==> src/rtl/mem_ctrl_pkg.sv <==
// mem_ctrl_pkg
// Shared definitions for the MEM-stage memory access controller:
// FSM state encoding, default bus widths and the data pattern returned
// to the pipeline when a load times out.
package mem_ctrl_pkg;

    localparam int DEF_DATA_W = 16;
    localparam int DEF_ADDR_W = 16;

    // Load data substituted when the memory never acknowledges.
    localparam logic [15:0] TIMEOUT_DATA = 16'hDEAD;

    // Controller states. The encoding is kept as plain constants so that
    // it can be matched against older waveform and debug scripts.
    typedef logic [1:0] state_t;
    localparam state_t ST_IDLE   = 2'd0;
    localparam state_t ST_ACCESS = 2'd1;
    localparam state_t ST_DONE   = 2'd2;

endpackage : mem_ctrl_pkg

==> src/rtl/mem_access_ctrl_sat_counter.sv <==
// sat_counter
// Up-counter that stops at its all-ones value instead of wrapping.
// Ports:
//   clk   - clock
//   reset - synchronous, active-high clear
//   en    - count enable (one increment per enabled cycle)
//   count - current value
module sat_counter #(
    parameter int WIDTH = 16
) (
    input  logic             clk,
    input  logic             reset,
    input  logic             en,
    output logic [WIDTH-1:0] count
);

    logic [WIDTH-1:0] count_q;
    logic [WIDTH-1:0] count_d;

    // Next count: increment when enabled unless already saturated.
    always_comb begin
        count_d = count_q;
        if (en && (count_q != {WIDTH{1'b1}})) begin
            count_d = count_q + {{(WIDTH-1){1'b0}}, 1'b1};
        end else begin
            count_d = count_q;
        end
    end

    // Count register with synchronous clear.
    always_ff @(posedge clk) begin
        if (reset) begin
            count_q <= {WIDTH{1'b0}};
        end else begin
            count_q <= count_d;
        end
    end

    assign count = count_q;

endmodule : sat_counter

==> src/rtl/mem_access_ctrl.sv <==
// mem_access_ctrl
// Sequences loads and stores of the MEM stage against a variable-latency
// memory using a req/ack handshake. While an access is outstanding the
// front of the pipeline is stalled and a bubble is pushed into MEM_WB.
// Ports:
//   clk, reset                 - clock, synchronous active-high reset
//   memRead_in, memWrite_in    - EX/MEM load / store request
//   addr_in, wdata_in          - EX/MEM address and store data
//   mem_req, mem_we            - registered request and write strobe
//   mem_addr, mem_wdata        - registered address and write data
//   mem_ack, mem_rdata         - completion pulse and read data
//   stall, wb_bubble           - pipeline hold / MEM_WB bubble
//   readData_out               - captured load data to MEM_WB
//   err_timeout                - sticky memory timeout flag
//   stall_cycles               - saturating count of stalled cycles
module mem_access_ctrl
    import mem_ctrl_pkg::*;
#(
    parameter int DATA_W         = DEF_DATA_W,
    parameter int ADDR_W         = DEF_ADDR_W,
    parameter int TIMEOUT_CYCLES = 255,
    parameter int CNT_W          = 8
) (
    input  logic              clk,
    input  logic              reset,
    input  logic              memRead_in,
    input  logic              memWrite_in,
    input  logic [ADDR_W-1:0] addr_in,
    input  logic [DATA_W-1:0] wdata_in,
    output logic              mem_req,
    output logic              mem_we,
    output logic [ADDR_W-1:0] mem_addr,
    output logic [DATA_W-1:0] mem_wdata,
    input  logic              mem_ack,
    input  logic [DATA_W-1:0] mem_rdata,
    output logic              stall,
    output logic              wb_bubble,
    output logic [DATA_W-1:0] readData_out,
    output logic              err_timeout,
    output logic [15:0]       stall_cycles
);

    localparam logic [CNT_W-1:0] CNT_LAST = CNT_W'(TIMEOUT_CYCLES - 1);

    state_t            state_q,  state_d;
    logic              req_q,    req_d;
    logic              we_q,     we_d;
    logic [ADDR_W-1:0] addr_q,   addr_d;
    logic [DATA_W-1:0] wdata_q,  wdata_d;
    logic [DATA_W-1:0] rdata_q,  rdata_d;
    logic              err_q,    err_d;
    logic [CNT_W-1:0]  cnt_q,    cnt_d;

    // Hold the pipeline from the cycle a memory op is first seen until the
    // access resolves. DONE is deliberately stall-free so the completing
    // instruction leaves EX/MEM exactly once.
    always_comb begin
        stall = 1'b0;
        if (reset) begin
            stall = 1'b0;
        end else if ((state_q == ST_IDLE) && (memRead_in || memWrite_in)) begin
            stall = 1'b1;
        end else if (state_q == ST_ACCESS) begin
            stall = 1'b1;
        end else begin
            stall = 1'b0;
        end
    end

    assign wb_bubble = stall;

    // Access sequencing: issue, wait for ack or timeout, then one release cycle.
    always_comb begin
        state_d = state_q;
        req_d   = req_q;
        we_d    = we_q;
        addr_d  = addr_q;
        wdata_d = wdata_q;
        rdata_d = rdata_q;
        err_d   = err_q;
        cnt_d   = cnt_q;
        case (state_q)
            ST_IDLE: begin
                if (memRead_in || memWrite_in) begin
                    state_d = ST_ACCESS;
                    req_d   = 1'b1;
                    // A simultaneous read+write request is issued as a store.
                    we_d    = memWrite_in;
                    addr_d  = addr_in;
                    wdata_d = wdata_in;
                    cnt_d   = {CNT_W{1'b0}};
                end else begin
                    state_d = ST_IDLE;
                end
            end
            ST_ACCESS: begin
                cnt_d = cnt_q + {{(CNT_W-1){1'b0}}, 1'b1};
                if (mem_ack) begin
                    state_d = ST_DONE;
                    req_d   = 1'b0;
                    if (!we_q) begin
                        rdata_d = mem_rdata;
                    end else begin
                        rdata_d = rdata_q;
                    end
                end else if (cnt_q == CNT_LAST) begin
                    // Give up: release the pipeline with a recognisable value.
                    state_d = ST_DONE;
                    req_d   = 1'b0;
                    err_d   = 1'b1;
                    if (!we_q) begin
                        rdata_d = DATA_W'(TIMEOUT_DATA);
                    end else begin
                        rdata_d = rdata_q;
                    end
                end else begin
                    state_d = ST_ACCESS;
                end
            end
            ST_DONE: begin
                // Inputs still show the completing op here; do not resample.
                state_d = ST_IDLE;
            end
            default: begin
                state_d = ST_IDLE;
                req_d   = 1'b0;
            end
        endcase
    end

    // Controller state and registered memory-side outputs.
    always_ff @(posedge clk) begin
        if (reset) begin
            state_q <= ST_IDLE;
            req_q   <= 1'b0;
            we_q    <= 1'b0;
            addr_q  <= {ADDR_W{1'b0}};
            wdata_q <= {DATA_W{1'b0}};
            rdata_q <= {DATA_W{1'b0}};
            err_q   <= 1'b0;
            cnt_q   <= {CNT_W{1'b0}};
        end else begin
            state_q <= state_d;
            req_q   <= req_d;
            we_q    <= we_d;
            addr_q  <= addr_d;
            wdata_q <= wdata_d;
            rdata_q <= rdata_d;
            err_q   <= err_d;
            cnt_q   <= cnt_d;
        end
    end

    sat_counter #(
        .WIDTH (16)
    ) u_stall_cnt (
        .clk   (clk),
        .reset (reset),
        .en    (stall),
        .count (stall_cycles)
    );

    assign mem_req      = req_q;
    assign mem_we       = we_q;
    assign mem_addr     = addr_q;
    assign mem_wdata    = wdata_q;
    assign readData_out = rdata_q;
    assign err_timeout  = err_q;

endmodule : mem_access_ctrl
==> config.mk <==
export PLATFORM = sky130hd
export DESIGN_NAME = mem_access_ctrl
export DESIGN_NICKNAME = d
export VERILOG_FILES = /design/src/rtl/mem_ctrl_pkg.sv /design/src/rtl/mem_access_ctrl_sat_counter.sv /design/src/rtl/mem_access_ctrl.sv
export SDC_FILE = /design/constraint.sdc
export NUM_CORES = 1
export LEC_CHECK = 0
export ABC_AREA = 0
export CELL_PAD_IN_SITES_DETAIL_PLACEMENT = 1
export CELL_PAD_IN_SITES_GLOBAL_PLACEMENT = 2
export CORE_MARGIN = 1.5
export CORE_UTILIZATION = 25
export DETAILED_ROUTE_END_ITERATION = 10
export MAX_ROUTING_LAYER = met4
export PLACE_DENSITY = 0.78
export REMOVE_ABC_BUFFERS = 1
export SETUP_SLACK_MARGIN = 0.15
export SYNTH_ARGS = -nofsm -noshare
export SYNTH_HDL_FRONTEND = slang
export SYNTH_SLANG_ARGS = --single-unit
==> constraint.sdc <==
create_clock -name clk -period 1.8 [get_ports clk]
set_input_delay 0.27 -clock clk [delete_from_list [all_inputs] [get_ports clk]]
set_output_delay 0.27 -clock clk [all_outputs]
set_load 0.1 [all_outputs]
==> impl_results.md <==
- Worst Hold Path Cells: 4
- Via-per-instance ratio: 4.75
- CTS sink count: 77
- Port Buffers: around 120
- Hold Path End: mem_we$_SDFFE_PP0P_
- Worst slew pin tran: slightly below 0.5 ns
- Pleak: 2.27 nW
- GR Overflow Total: 0
- Crit share post-route: between 80% and 90%
- Top cells by count, synth: nand2_1 (81), dfxtp_1 (77), a21oi_1 (59)
- Post-Route WL: 11100 um
- Clk Latency, worst-skew pair: around 0.34 ns
- DRT Pass-1 Iters: 4
- Type of the worst setup path: reg -> reg
- Cts bufs inserted: 9
- RSZ-0062 raised after global routing: true
- Fin Hold WS: 0.368 ns
- Avg Cell Area, Syn: ~8.5 um^2
- Core Area: 12800 um^2
- Synth top area share: 46.6%
- Post-synth top flop: dfxtp_1
- Reg-to-Reg Start: state_q[0]$_SDFF_PP0_
- Number of synthesis warnings: 0
- Worst path most repeated cell: buf_4
- Vias after detailed routing: between 3000 and 4000
- Reg2reg end: mem_addr[6]$_SDFFE_PP0P_
- Min-delay worst type: in -> reg
- CP Data Required Time: 2.07 ns
- Area after DPL: 4990 um^2
- Die area: 13900 um^2
- Post-route ant nets: 0
- DR WL/cell: 15.4 um
- Post-synth EDFFs: 0
- Post-synth top area cell: dfxtp_1
- Final Hold Fails: 0
- Critical Path Source Type: register
- FF+latch area: 1550 um^2
- Setup violations, final: 0
- Hold Path Origin: memWrite_in
- Sequential area share after synthesis: 46.6%
- Clock H-tree levels: 3
- Cell family with the largest share of critical-path delay: buffers and inverters
- Die width: ~120 um
- Starting density of the core: about 26%
- Routability congestion estimate: 0.764
- DIE HEIGHT: 118 um
- Synthesized flop and latch total: 77
- Synth area leaders: dfxtp_1 (47%), nand2_1 (9.2%), a21oi_1 (8.9%)
- FFs w/ async S/R, synth: 0%
- Slew Limit Fails: 0
- Outcome: complete, no violations
- Worst R2R Setup Slack: 0.20 ns
- Peak VDD IR: between 300 and 400 uV
- Antenna violations before repair: 0
- Cells on worst reg2reg path: 8
- Largest net degree at the start of global routing: 46
- Final Cell Area: 5500 um^2
- Maximum buffer depth of the clock tree: 2
- Total GRT Usage: between 10% and 20%
- Buf+Inv Stages, Crit Path: 4
- # diodes: 0
- HPWL Detailed: 7800 um
- Post-synth design cell area: 3310 um^2
- Inst Count DP: 695
- Top-count cell post-synth: nand2_1
- Multi-input logic area: 1690 um^2
- CP peak stage delay: 0.32 ns
- CP cell instances: buf_4 -> buf_4 -> or2_2 -> nor2_4 -> buf_12 -> clkbuf_16 -> nand2_1 -> a21oi_1
- Pwr/cell area: 938 nW/um^2
- Max-Cap Viols: 0
- Worst Path Max Fanout: 16
- FP Rows: 41
- Fin nets: 601
- # fillers: 1475
- Top-Level Pins: 122
- Vias in the first global route: 3456
- Root buffer cell: clkbuf_16
- Clk pin slew, worst setup/hold paths: 0.06 ns
- Final Skew: 0.00699 ns
- Layout Cells excl Fill: 721
- Cell count after synthesis: 391
- Max Freq: approximately 0.62 GHz
- CTS tree: built
- # DRC: 0
- Worst EP arrival: between 1.5 and 2 ns
- DRT iter0 DRCs: ~120
- Final Util: 43.0%
- Layout cells sized above 1: 30.2%
- P&R area growth vs syn: 66.2%
- Min cycle time layout: 1.60 ns
- Crit end category: register
- Netlist cell types: 59
- Slew headroom: between 60 and 70%
- Critical Path Slowest Stage Cell: dfxtp_2
- First-pass GRT wire length: about 17000 um
[report_power, final]
group / switching (mW) / internal (mW)
logic: 1.03 / 0.480
registers: 0.0669 / 1.81
clock network: 0.710 / 1.06
total: 1.81 / 3.35
[stage by stage]
stage	setup TNS (ns)	power [mW]	setup WS, ns
CTS	0	5.15	0.153
global route	0	5.39	0.123
global placement	-0.169	3.32	-0.0723
finish	0	5.16	0.199
floorplan	-16.12	2.82	-1.61
detailed placement	-0.653	3.33	-0.122
[per-layer routing]
layer	share of wire, %	vias to the layer above	wire [um]	global-route usage (%)
met4	1.8	0	198	7.01
li1	-	1700	-	-
met3	3.5	16	391	2.52
met2	49	83	5420	26.2
met5	0	-	0	-
met1	46	1627	5090	19.3
[timing repair]
action,4_1_cts,5_1_grt
setup endpoints to repair,14,17
hold buffers,0,0
gates cloned,0,3
setup buffers,5,3
gates resized for setup,8,14
pin swaps,2,3
[worst register-to-register path, stage by stage, from the launching register on]
cell and delay (ns):
dfxtp_2 0.32, buf_4 0.14, buf_4 0.13, or2_2 0.32, nor2_4 0.15, buf_12 0.13
clkbuf_16 0.17, nand2_1 0.06, a21oi_1 0.11
[flip-flops by register name, indices dropped and copies added, names as in the netlist]
signal,cells
mem_we,1
mem_req,1
mem_wdata,16
mem_addr,16
cnt_q,8
state_q,2
u_stall_cnt.count,16
err_timeout,1
readData_out,16
[placed cells by master (no fill, tap or decap), drive strengths merged, types with 6 or more instances in the layout]
master	instances
nor3	17
clkbuf	12
clkdlybuf4s50	49
nand2	82
nor2	29
buf	110
nand3	6
nand4	9
dfxtp	77
o21ai	13
a21oi	59
[cells by family (layout without fill, tap and decap cells)]
family                     after synthesis  count (layout)  share of synthesized area [%]
AOI/OAI and AO/OA                       98              98                           17.7
adders and majority gates                3               3                           1.14
buffers and inverters                   26             184                           4.09
DFF                                     77              77                           46.6
muxes                                    7               7                           2.31
and+or+nand+nor                        180             180                           28.1
[final cells by class]
cell class,count,share of cell area (%)
clock buffers,9,4.10
multi-input cells,288,30.7
flip-flops and latches,77,28.2
repair buffers,164,31.5
clock inverters,6,1.18
well taps,172,3.92
inverters,5,0.342
[worst max path at each step]
| stage | start | end | slack [ns] | cells after the start |
|---|---|---|---|---|
| floorplan | state_q[0]$_SDFF_PP0_ | stall | -1.61 | 3 |
| global placement | memWrite_in | u_stall_cnt.count[5]$_SDFFE_PP0P_ | -0.07 | 5 |
| detailed placement | memWrite_in | u_stall_cnt.count[5]$_SDFFE_PP0P_ | -0.12 | 5 |
| CTS | state_q[0]$_SDFF_PP0_ | wb_bubble | 0.15 | 4 |
| global route | u_stall_cnt.count[0]$_SDFFE_PP0P_ | u_stall_cnt.count[11]$_SDFFE_PP0P_ | 0.12 | 7 |
| finish | state_q[0]$_SDFF_PP0_ | mem_addr[6]$_SDFFE_PP0P_ | 0.20 | 8 |
No activity file was read; power rests on OpenSTA's default activity.
